<file path="config.mk">
export PLATFORM = sky130hd
export DESIGN_NAME = line_render_sched
export DESIGN_NICKNAME = d
export VERILOG_FILES = /design/src/rtl/line_render_sched_pkg.sv /design/src/rtl/line_render_sched_sat_counter.sv /design/src/rtl/line_render_sched.sv
export SDC_FILE = /design/constraint.sdc
export NUM_CORES = 1
export LEC_CHECK = 0
export ABC_AREA = 0
export BUFFER_PORTS_ARGS = -buffer_cell sky130_fd_sc_hd__buf_2
export CAP_MARGIN = 5
export CELL_PAD_IN_SITES_DETAIL_PLACEMENT = 1
export CELL_PAD_IN_SITES_GLOBAL_PLACEMENT = 1
export CORE_ASPECT_RATIO = 1.25
export CORE_MARGIN = 1
export CORE_UTILIZATION = 38
export CTS_CLUSTER_SIZE = 28
export DETAILED_ROUTE_END_ITERATION = 12
export PLACE_DENSITY_LB_ADDON = 0.1
export REMOVE_ABC_BUFFERS = 1
export SLEW_MARGIN = 20
export SYNTH_ARGS = -nofsm -noshare
export SYNTH_HDL_FRONTEND = slang
export SYNTH_SLANG_ARGS = --single-unit
</file>
<file path="constraint.sdc">
create_clock -name clk -period 2.5 [get_ports clk]
set_input_delay 0.125 -clock clk [delete_from_list [all_inputs] [get_ports clk]]
set_output_delay 0.125 -clock clk [all_outputs]
set_load 0.1 [all_outputs]
</file>
<file path="src/rtl/line_render_sched_pkg.sv">
// Shared constants, state encoding and line helpers for the scanline render scheduler.
package line_render_sched_pkg;

   localparam int HTOTAL     = 1600;   // hcount period, clocks per line
   localparam int VTOTAL     = 525;    // lines per frame
   localparam int VACTIVE    = 480;    // visible lines
   localparam int TILE_HC    = 0;      // hcount at which a line's render is launched
   localparam int SWAP_HC    = 1590;   // hcount at which the bank select is evaluated
   localparam int CNT_W_DFLT = 16;     // default overrun counter width

   localparam int HC_W = 11;
   localparam int VC_W = 10;

   // Sized copies so comparisons against hcount/vcount stay width-matched.
   localparam logic [HC_W-1:0] TILE_HC_C = HC_W'(TILE_HC % HTOTAL);
   localparam logic [HC_W-1:0] SWAP_HC_C = HC_W'(SWAP_HC % HTOTAL);
   localparam logic [VC_W-1:0] VC_LAST_ACT = VC_W'(VACTIVE - 1);
   localparam logic [VC_W-1:0] VC_LAST     = VC_W'(VTOTAL - 1);

   typedef enum logic [2:0] {
      ST_IDLE    = 3'd0,
      ST_T_GUARD = 3'd1,
      ST_T_WAIT  = 3'd2,
      ST_S_GUARD = 3'd3,
      ST_S_WAIT  = 3'd4,
      ST_DONE    = 3'd5,
      ST_DRAIN   = 3'd6
   } sched_state_t;

   // A line renders the line that follows it; the last frame line renders line 0.
   function automatic logic is_render_line(input logic [VC_W-1:0] vc);
      return (vc < VC_LAST_ACT) || (vc == VC_LAST);
   endfunction

   function automatic logic [VC_W-1:0] next_line(input logic [VC_W-1:0] vc);
      return (vc == VC_LAST) ? '0 : vc + VC_W'(1);
   endfunction

endpackage

</file>
<file path="src/rtl/line_render_sched_sat_counter.sv">
// Saturating event counter; a clear and an increment in the same cycle give 1.
module line_render_sched_sat_counter
   import line_render_sched_pkg::*;
#(
   parameter int CNT_W = CNT_W_DFLT
) (
   input  logic             clk,
   input  logic             reset,
   input  logic             inc_i,
   input  logic             clr_i,
   output logic [CNT_W-1:0] q_o
);

   logic [CNT_W-1:0] q_q;
   logic [CNT_W-1:0] q_d;
   logic [CNT_W-1:0] base;

   // Apply the clear first, then the increment, holding at all-ones.
   always_comb begin
      base = clr_i ? '0 : q_q;
      q_d  = base;
      if (inc_i && (base != '1)) begin
         q_d = base + CNT_W'(1);
      end
   end

   // Count register.
   always_ff @(posedge clk or posedge reset) begin
      if (reset) begin
         q_q <= '0;
      end else begin
         q_q <= q_d;
      end
   end

   assign q_o = q_q;

endmodule

</file>
<file path="src/rtl/line_render_sched.sv">
// Per-scanline render scheduler: launches tile then sprite engine on each render line,
// flips the linebuffer bank at the swap point, and flags/counts late renders.
//
// Engine handshake: *_start is a one-cycle registered pulse; *_done is a level that is 1
// while the engine is idle/finished. An engine drops done one cycle after seeing start,
// so done is ignored for one guard cycle after each start.
module line_render_sched
   import line_render_sched_pkg::*;
#(
   parameter int CNT_W = CNT_W_DFLT
) (
   input  logic              clk,
   input  logic              reset,
   input  logic [HC_W-1:0]   hcount,
   input  logic [VC_W-1:0]   vcount,
   input  logic              enable,
   input  logic              clr_overrun,
   output logic              tile_start,
   input  logic              tile_done,
   output logic              sprite_start,
   input  logic              sprite_done,
   output logic              buf_sel,
   output logic [VC_W-1:0]   render_line,
   output logic              busy,
   output logic              overrun,
   output logic [CNT_W-1:0]  overrun_count,
   output logic [2:0]        state_o
);

   sched_state_t    state_q, state_d;
   logic            tile_start_q, tile_start_d;
   logic            sprite_start_q, sprite_start_d;
   logic            buf_sel_q, buf_sel_d;
   logic [VC_W-1:0] render_line_q, render_line_d;
   logic            busy_q, busy_d;
   logic            overrun_q, overrun_d;

   logic render_w;
   logic tile_pt;
   logic swap_pt;

   assign render_w = is_render_line(vcount);
   assign tile_pt  = render_w && (hcount == TILE_HC_C);
   assign swap_pt  = render_w && (hcount == SWAP_HC_C);

   // Next state and next registered outputs; the swap point overrides normal progress.
   always_comb begin
      state_d        = state_q;
      tile_start_d   = 1'b0;
      sprite_start_d = 1'b0;
      buf_sel_d      = buf_sel_q;
      render_line_d  = render_line_q;
      overrun_d      = 1'b0;
      if (swap_pt) begin
         if (state_q == ST_DONE) begin
            buf_sel_d = ~buf_sel_q;
            state_d   = ST_IDLE;
         end else if (state_q == ST_IDLE) begin
            // Idle while enabled means this line's launch was skipped; parked is silent.
            overrun_d = enable;
         end else begin
            overrun_d = 1'b1;
            state_d   = ST_DRAIN;
         end
      end else begin
         case (state_q)
            ST_IDLE: begin
               if (tile_pt && enable) begin
                  tile_start_d  = 1'b1;
                  render_line_d = next_line(vcount);
                  state_d       = ST_T_GUARD;
               end
            end
            ST_T_GUARD: state_d = ST_T_WAIT;
            ST_T_WAIT: begin
               if (tile_done) begin
                  sprite_start_d = 1'b1;
                  state_d        = ST_S_GUARD;
               end
            end
            ST_S_GUARD: state_d = ST_S_WAIT;
            ST_S_WAIT: begin
               if (sprite_done) begin
                  state_d = ST_DONE;
               end
            end
            ST_DONE: state_d = ST_DONE;
            ST_DRAIN: begin
               if (tile_done && sprite_done) begin
                  state_d = ST_IDLE;
               end
            end
            default: state_d = ST_IDLE;
         endcase
      end
      busy_d = (state_d != ST_IDLE) && (state_d != ST_DONE);
   end

   // State and output registers.
   always_ff @(posedge clk or posedge reset) begin
      if (reset) begin
         state_q        <= ST_IDLE;
         tile_start_q   <= 1'b0;
         sprite_start_q <= 1'b0;
         buf_sel_q      <= 1'b0;
         render_line_q  <= '0;
         busy_q         <= 1'b0;
         overrun_q      <= 1'b0;
      end else begin
         state_q        <= state_d;
         tile_start_q   <= tile_start_d;
         sprite_start_q <= sprite_start_d;
         buf_sel_q      <= buf_sel_d;
         render_line_q  <= render_line_d;
         busy_q         <= busy_d;
         overrun_q      <= overrun_d;
      end
   end

   line_render_sched_sat_counter #(
      .CNT_W (CNT_W)
   ) u_overrun_cnt (
      .clk   (clk),
      .reset (reset),
      .inc_i (overrun_d),
      .clr_i (clr_overrun),
      .q_o   (overrun_count)
   );

   assign tile_start   = tile_start_q;
   assign sprite_start = sprite_start_q;
   assign buf_sel      = buf_sel_q;
   assign render_line  = render_line_q;
   assign busy         = busy_q;
   assign overrun      = overrun_q;
   assign state_o      = state_q;

endmodule

</file>
== Word level (Yosys, flattened, before mapping) ==
Index checks and enable logic that the tools add are counted.

* Add/sub/neg operators: 2
* Order comparisons: 1
* Eq/ne operators: 10
* Mux-type cells: 20
* Bitwise logic cells: 2
* Reduce and logical (&&, ||, !) cells: 12

{| class="wikitable"
|+ Operators with widths
! operator !! number
|-
| 16-bit two-way mux || 2
|-
| 3-bit two-way mux || 7
|-
| 3-bit case mux with 7 select lines || 1
|-
| 16-bit by 1-bit adder with 16-bit output (second input constant) || 1
|-
| 16-bit inequality test (second input constant) || 1
|-
| 11-bit == test (second input constant) || 1
|-
| 11-bit logical NOT || 1
|-
| 10-bit by 1-bit adder with 10-bit output (second input constant) || 1
|-
| 10-bit == test (second input constant) || 1
|-
| 10-bit by 9-bit < comparator with 1-bit output (second input constant) || 1
|-
| 10-bit two-way mux || 1
|-
| 3-bit == test (second input constant) || 3
|-
| 1-bit two-way mux || 9
|-
| 3-bit by 2-bit == test with 1-bit output (second input constant) || 2
|-
| 1-bit logical AND || 6
|-
| 3-bit by 1-bit == test with 1-bit output (second input constant) || 1
|-
| 3-bit logical NOT || 1
|-
| 3-bit inequality test (second input constant) || 1
|-
| 3-bit AND reduction || 1
|-
| 3-bit nonzero test || 1
|-
| 1-bit NOT || 2
|-
| 2-bit AND reduction || 1
|-
| 1-bit logical OR || 1
|}

* Register bits: 34
* Input port bits: 27
* Output and inout bits: 34
* Word-level logic and storage cells: 55

== Longest topological paths before layout ==
* Word-level depth: 9
* Depth in mapped cells: 9
* Mapped depth without buffers: 8

== Cells and area by module ==
A second synthesis with hierarchy kept.

* Cell total of the unflattened synthesis: 205
* Area, all modules: 1920.6 um^2

{| class="wikitable"
|+ Modules (own cells, without submodules)
! module !! times used !! cells each !! area an instance (um^2) !! seq. area each (um^2)
|-
| line_render_sched || 1 || 120 || 1084.8 || 450.4
|-
| line_render_sched_sat_counter || 1 || 85 || 835.8 || 400.4
|}

== Worst setup path before layout ==
No wires, ideal clock.

* Path kind: register -> register
* From: register u_overrun_cnt.q_q[0], in the netlist u_overrun_cnt.q_o[0]
* To: register u_overrun_cnt.q_q[1], in the netlist u_overrun_cnt.q_o[1]
* Library setup time: 125 ps
* Arrival time: 2441 ps
* Data required time: 2375 ps
* Slack: -65 ps
* Cell stages (with the launch flop): 8
* Path buffers: 1
* Clock period less this slack: 2565 ps
* Cells stage by stage: dfrtp_1 nor2b_1 ha_1 and3_1 and3_1 clkbuf_1 nor2_1 mux2_2

* Cells in the longest elaborated chain, start to end: 4
* Elaborated cells between the ends (all ways): 5
* Classes of those cells: add/sub (1); eq/ne (1); mux (2); reduce/logical (1)

{| class="wikitable"
|+ Ends and longest elaborated chain
! element !! RTL line !! text
|-
| from (decl) || line_render_sched_sat_counter.sv:14 || <nowiki>logic [CNT_W-1:0] q_q;</nowiki>
|-
| from (signal assigned) || line_render_sched_sat_counter.sv:32 || <nowiki>q_q <= q_d;</nowiki>
|-
| 16-bit two-way mux * || line_render_sched_sat_counter.sv:20 || <nowiki>base = clr_i ? '0 : q_q;</nowiki>
|-
| parallel branches: the longest is 2 deep, another holds 16-bit by 1-bit adder with 16-bit output || - ||
|-
| 16-bit two-way mux * || line_render_sched_sat_counter.sv:22 || <nowiki>if (inc_i && (base != '1)) begin</nowiki>
|-
| named net u_overrun_cnt.q_d[1] || line_render_sched_sat_counter.sv:15 || <nowiki>logic [CNT_W-1:0] q_d;</nowiki>
|}

Mark *: on every way through the listed nets, which the timed path passes.
A chain may end at the register's enable or synchronous reset.

== Worst setup path after layout ==
Same ends and word-level chain as after synthesis.

==> out/metrics.csv <==
metric,value,unit
hold crit path type,primary input to register,
"most common cell after layout, fill and taps aside",buf_2,
post-synth top area share,43.3,%
"EDFF count, synth",0,
final hold vios,0,
Slew @ Worst Pin,0.491,ns
layout cell share with drive strength beyond 1,28.8,%
clock latency on the worst-skew pair,0.29,ns
Std-Cell Rows,28,
Die W,66.3,microns
CTS H-tree depth,2,
initial core utilization,40.6,%
Area growth syn-to-layout,23.5,%
Routed WL,4840,microns
final core utilization,50.2,%
final setup vio count,0,
Placer Congestion,0.724,
Routed WL per cell,14.5,microns
"CTS clk-pin slew, worst paths",0.07,ns
fmax,472,MHz
Overall Global Routing Usage,19.2,%
CP startpoint kind,register,
# placed instances,326,
GRT overflow,0,
DIE AREA,5460,sq um
Avg Inst Size Synth,9.27,sq um
PortBufs,60,
worst vdd ir,0.518,mV
final instance area,2430,sq um
clk buf depth,2,
RSZ-0062 raised after global routing,no,
clock root cell,clkbuf_8,
CTS Buf Count,5,
worst setup path class,register to register,
Critical Path Slowest Stage Cell,and3_1,
Detailed Place HPWL,3570,microns
"Async S/R FF share, synth",100,%
Ys Warns,0,
Top Ports,61,
core box area,4830,sq um
Post-CTS Setup Repair Bufs,0,
final net count,304,
ys flop type,dfrtp_1,
count of final max-slew check failures,0,
Critical Path AT,2.29,ns
fin crit share,84.8,%
critical path's largest stage delay,0.39,ns
Post-Syn Instances,212,
Worst Hold Margin,0.0849,ns
Diodes inserted,0,
drt drc,0,
Yosys reg bits,34,
Antenna Nets Post-Route,0,
Pwr Density,638,nW/um^2
Die H,82.4,microns
first-pass GRT wire length,7960,microns
vias,1845,
leakage,1.16,nW
synth unique cells,44,
most frequent CP cell,and3_1,
Crit Path Max Fanout,10,
crit path cell chain,"nor2b_1, ha_1, and3_1, and3_1, nor2_1, mux2_2",
TritonRoute pass-1 iters,4,
largest net degree at the start of global routing,35,
Max Clock Skew,0.00831,ns
CTS tree,built,
CP endpoint kind,register,
"top cells by area, synth","dfrtp_1 (43%), xnor2_1 (4.5%), nand2_1 (3.8%)",
Via density,5.52,
max_cap viols,0,
"area leader, netlist",dfrtp_1,
Tmin final,2.12,ns
synthesized area,1960,sq um
initial antenna violation count,0,
Sink Count,34,
Post-Place Cell Area,2340,sq um
1st-iter DRT viols,67,
vias in the first global route,1754,
sequential fraction of the synthesis area,43.3,%
required time worst endpoint,2.67,ns
"commonest cells after routing, fill and taps aside","buf_2 (60), dfrtp_1 (34), nand2_1 (20)",
final cell count without fillers,334,
status,finished clean,
final setup TNS,0,ns
Max-slew headroom,67.5,%
[path summary, 6_finish.rpt]
check,cells after the start,to,slack (ns),start
max,6,u_overrun_cnt.q_o[1],0.38,u_overrun_cnt.q_o[0]
min,2,render_line[0],0.08,vcount[0]
max reg2reg,6,u_overrun_cnt.q_o[1],0.38,u_overrun_cnt.q_o[0]
min reg2reg,1,buf_sel,0.47,buf_sel
max in group asynchronous,4,render_line[2],1.67,reset
min in group asynchronous,4,buf_sel,0.52,reset
[state kept, by name, indices dropped and copies added (netlist names)]
name / flops
overrun: 1
state_o: 3
buf_sel: 1
render_line: 10
tile_start: 1
u_overrun_cnt.q_o: 16
busy: 1
sprite_start: 1
[layer usage]
metal / track usage, % / vias to the layer above / wire [microns]
met2: 33.7 / 50 / 2360
met3: 3.71 / 7 / 191
met5: 0 / - / 0
li1: - / 894 / -
met4: 7.66 / 0 / 91
met1: 22.8 / 894 / 2190
[synthesized netlist by cell type (2+ instances only)]
library cell / count
nor2b_1: 5
o31ai_1: 9
o211ai_1: 2
or4_1: 9
inv_1: 8
ha_1: 3
nor4_4: 2
xnor2_1: 10
a21o_1: 2
o21ai_0: 11
and3_1: 9
nor2_1: 9
clkbuf_1: 9
and2_1: 4
nand4_1: 6
a211oi_1: 2
or3b_2: 2
xor2_1: 4
nor3_1: 6
nand2_1: 20
dfrtp_1: 34
nor3b_1: 2
nand2b_1: 2
a21oi_1: 11
nand3_1: 12
[stage by stage]
step | power [mW] | setup slack [ns]
detailed placement | 1.17 | 0.352
floorplan | 1.05 | -0.00683
finish | 1.55 | 0.381
CTS | 1.57 | 0.355
global route | 1.63 | 0.221
global placement | 1.16 | 0.381
[timing repair]
action                    4_1_cts  5_1_grt
hold buffers                    1        0
hold endpoints to repair       34        0
gates resized for setup         0        0
[worst max-delay path, delay by kind of cell, from the launching register on]
family	cells	cell delay [ns]
AND/OR/NAND/NOR	4	1.09
multiplexers	1	0.28
adder cells (fa/ha/maj)	1	0.27
flip-flops	1	0.36
[logic make-up (layout without fill, tap and decap cells)]
family	Yosys count	in the layout	share of synthesized area (%)
AOI/OAI and AO/OA	46	46	15.2
xor gates and xnor gates	14	14	6.24
adders and majority gates	4	4	2.42
buffers and inverters	19	81	4.08
DFF	34	34	43.3
muxes	1	1	0.573
and+or+nand+nor	94	94	28.2
[power breakdown]
| part | total [mW] | internal, mW | switching, mW |
|---|---|---|---|
| clock | 0.390 | 0.192 | 0.198 |
| combinational | 0.507 | 0.127 | 0.381 |
| sequential | 0.650 | 0.585 | 0.0653 |
[layout make-up]
class / instances / area [sq um]
clock buffers: 7 / 76.3
fillers: 605 / 2410
inverters: 8 / 30.0
multi-input cells: 159 / 1030
flip-flops and latches: 34 / 851
well taps: 60 / 75.1
repair buffers: 66 / 360
Power figures use the tool's default switching activity.
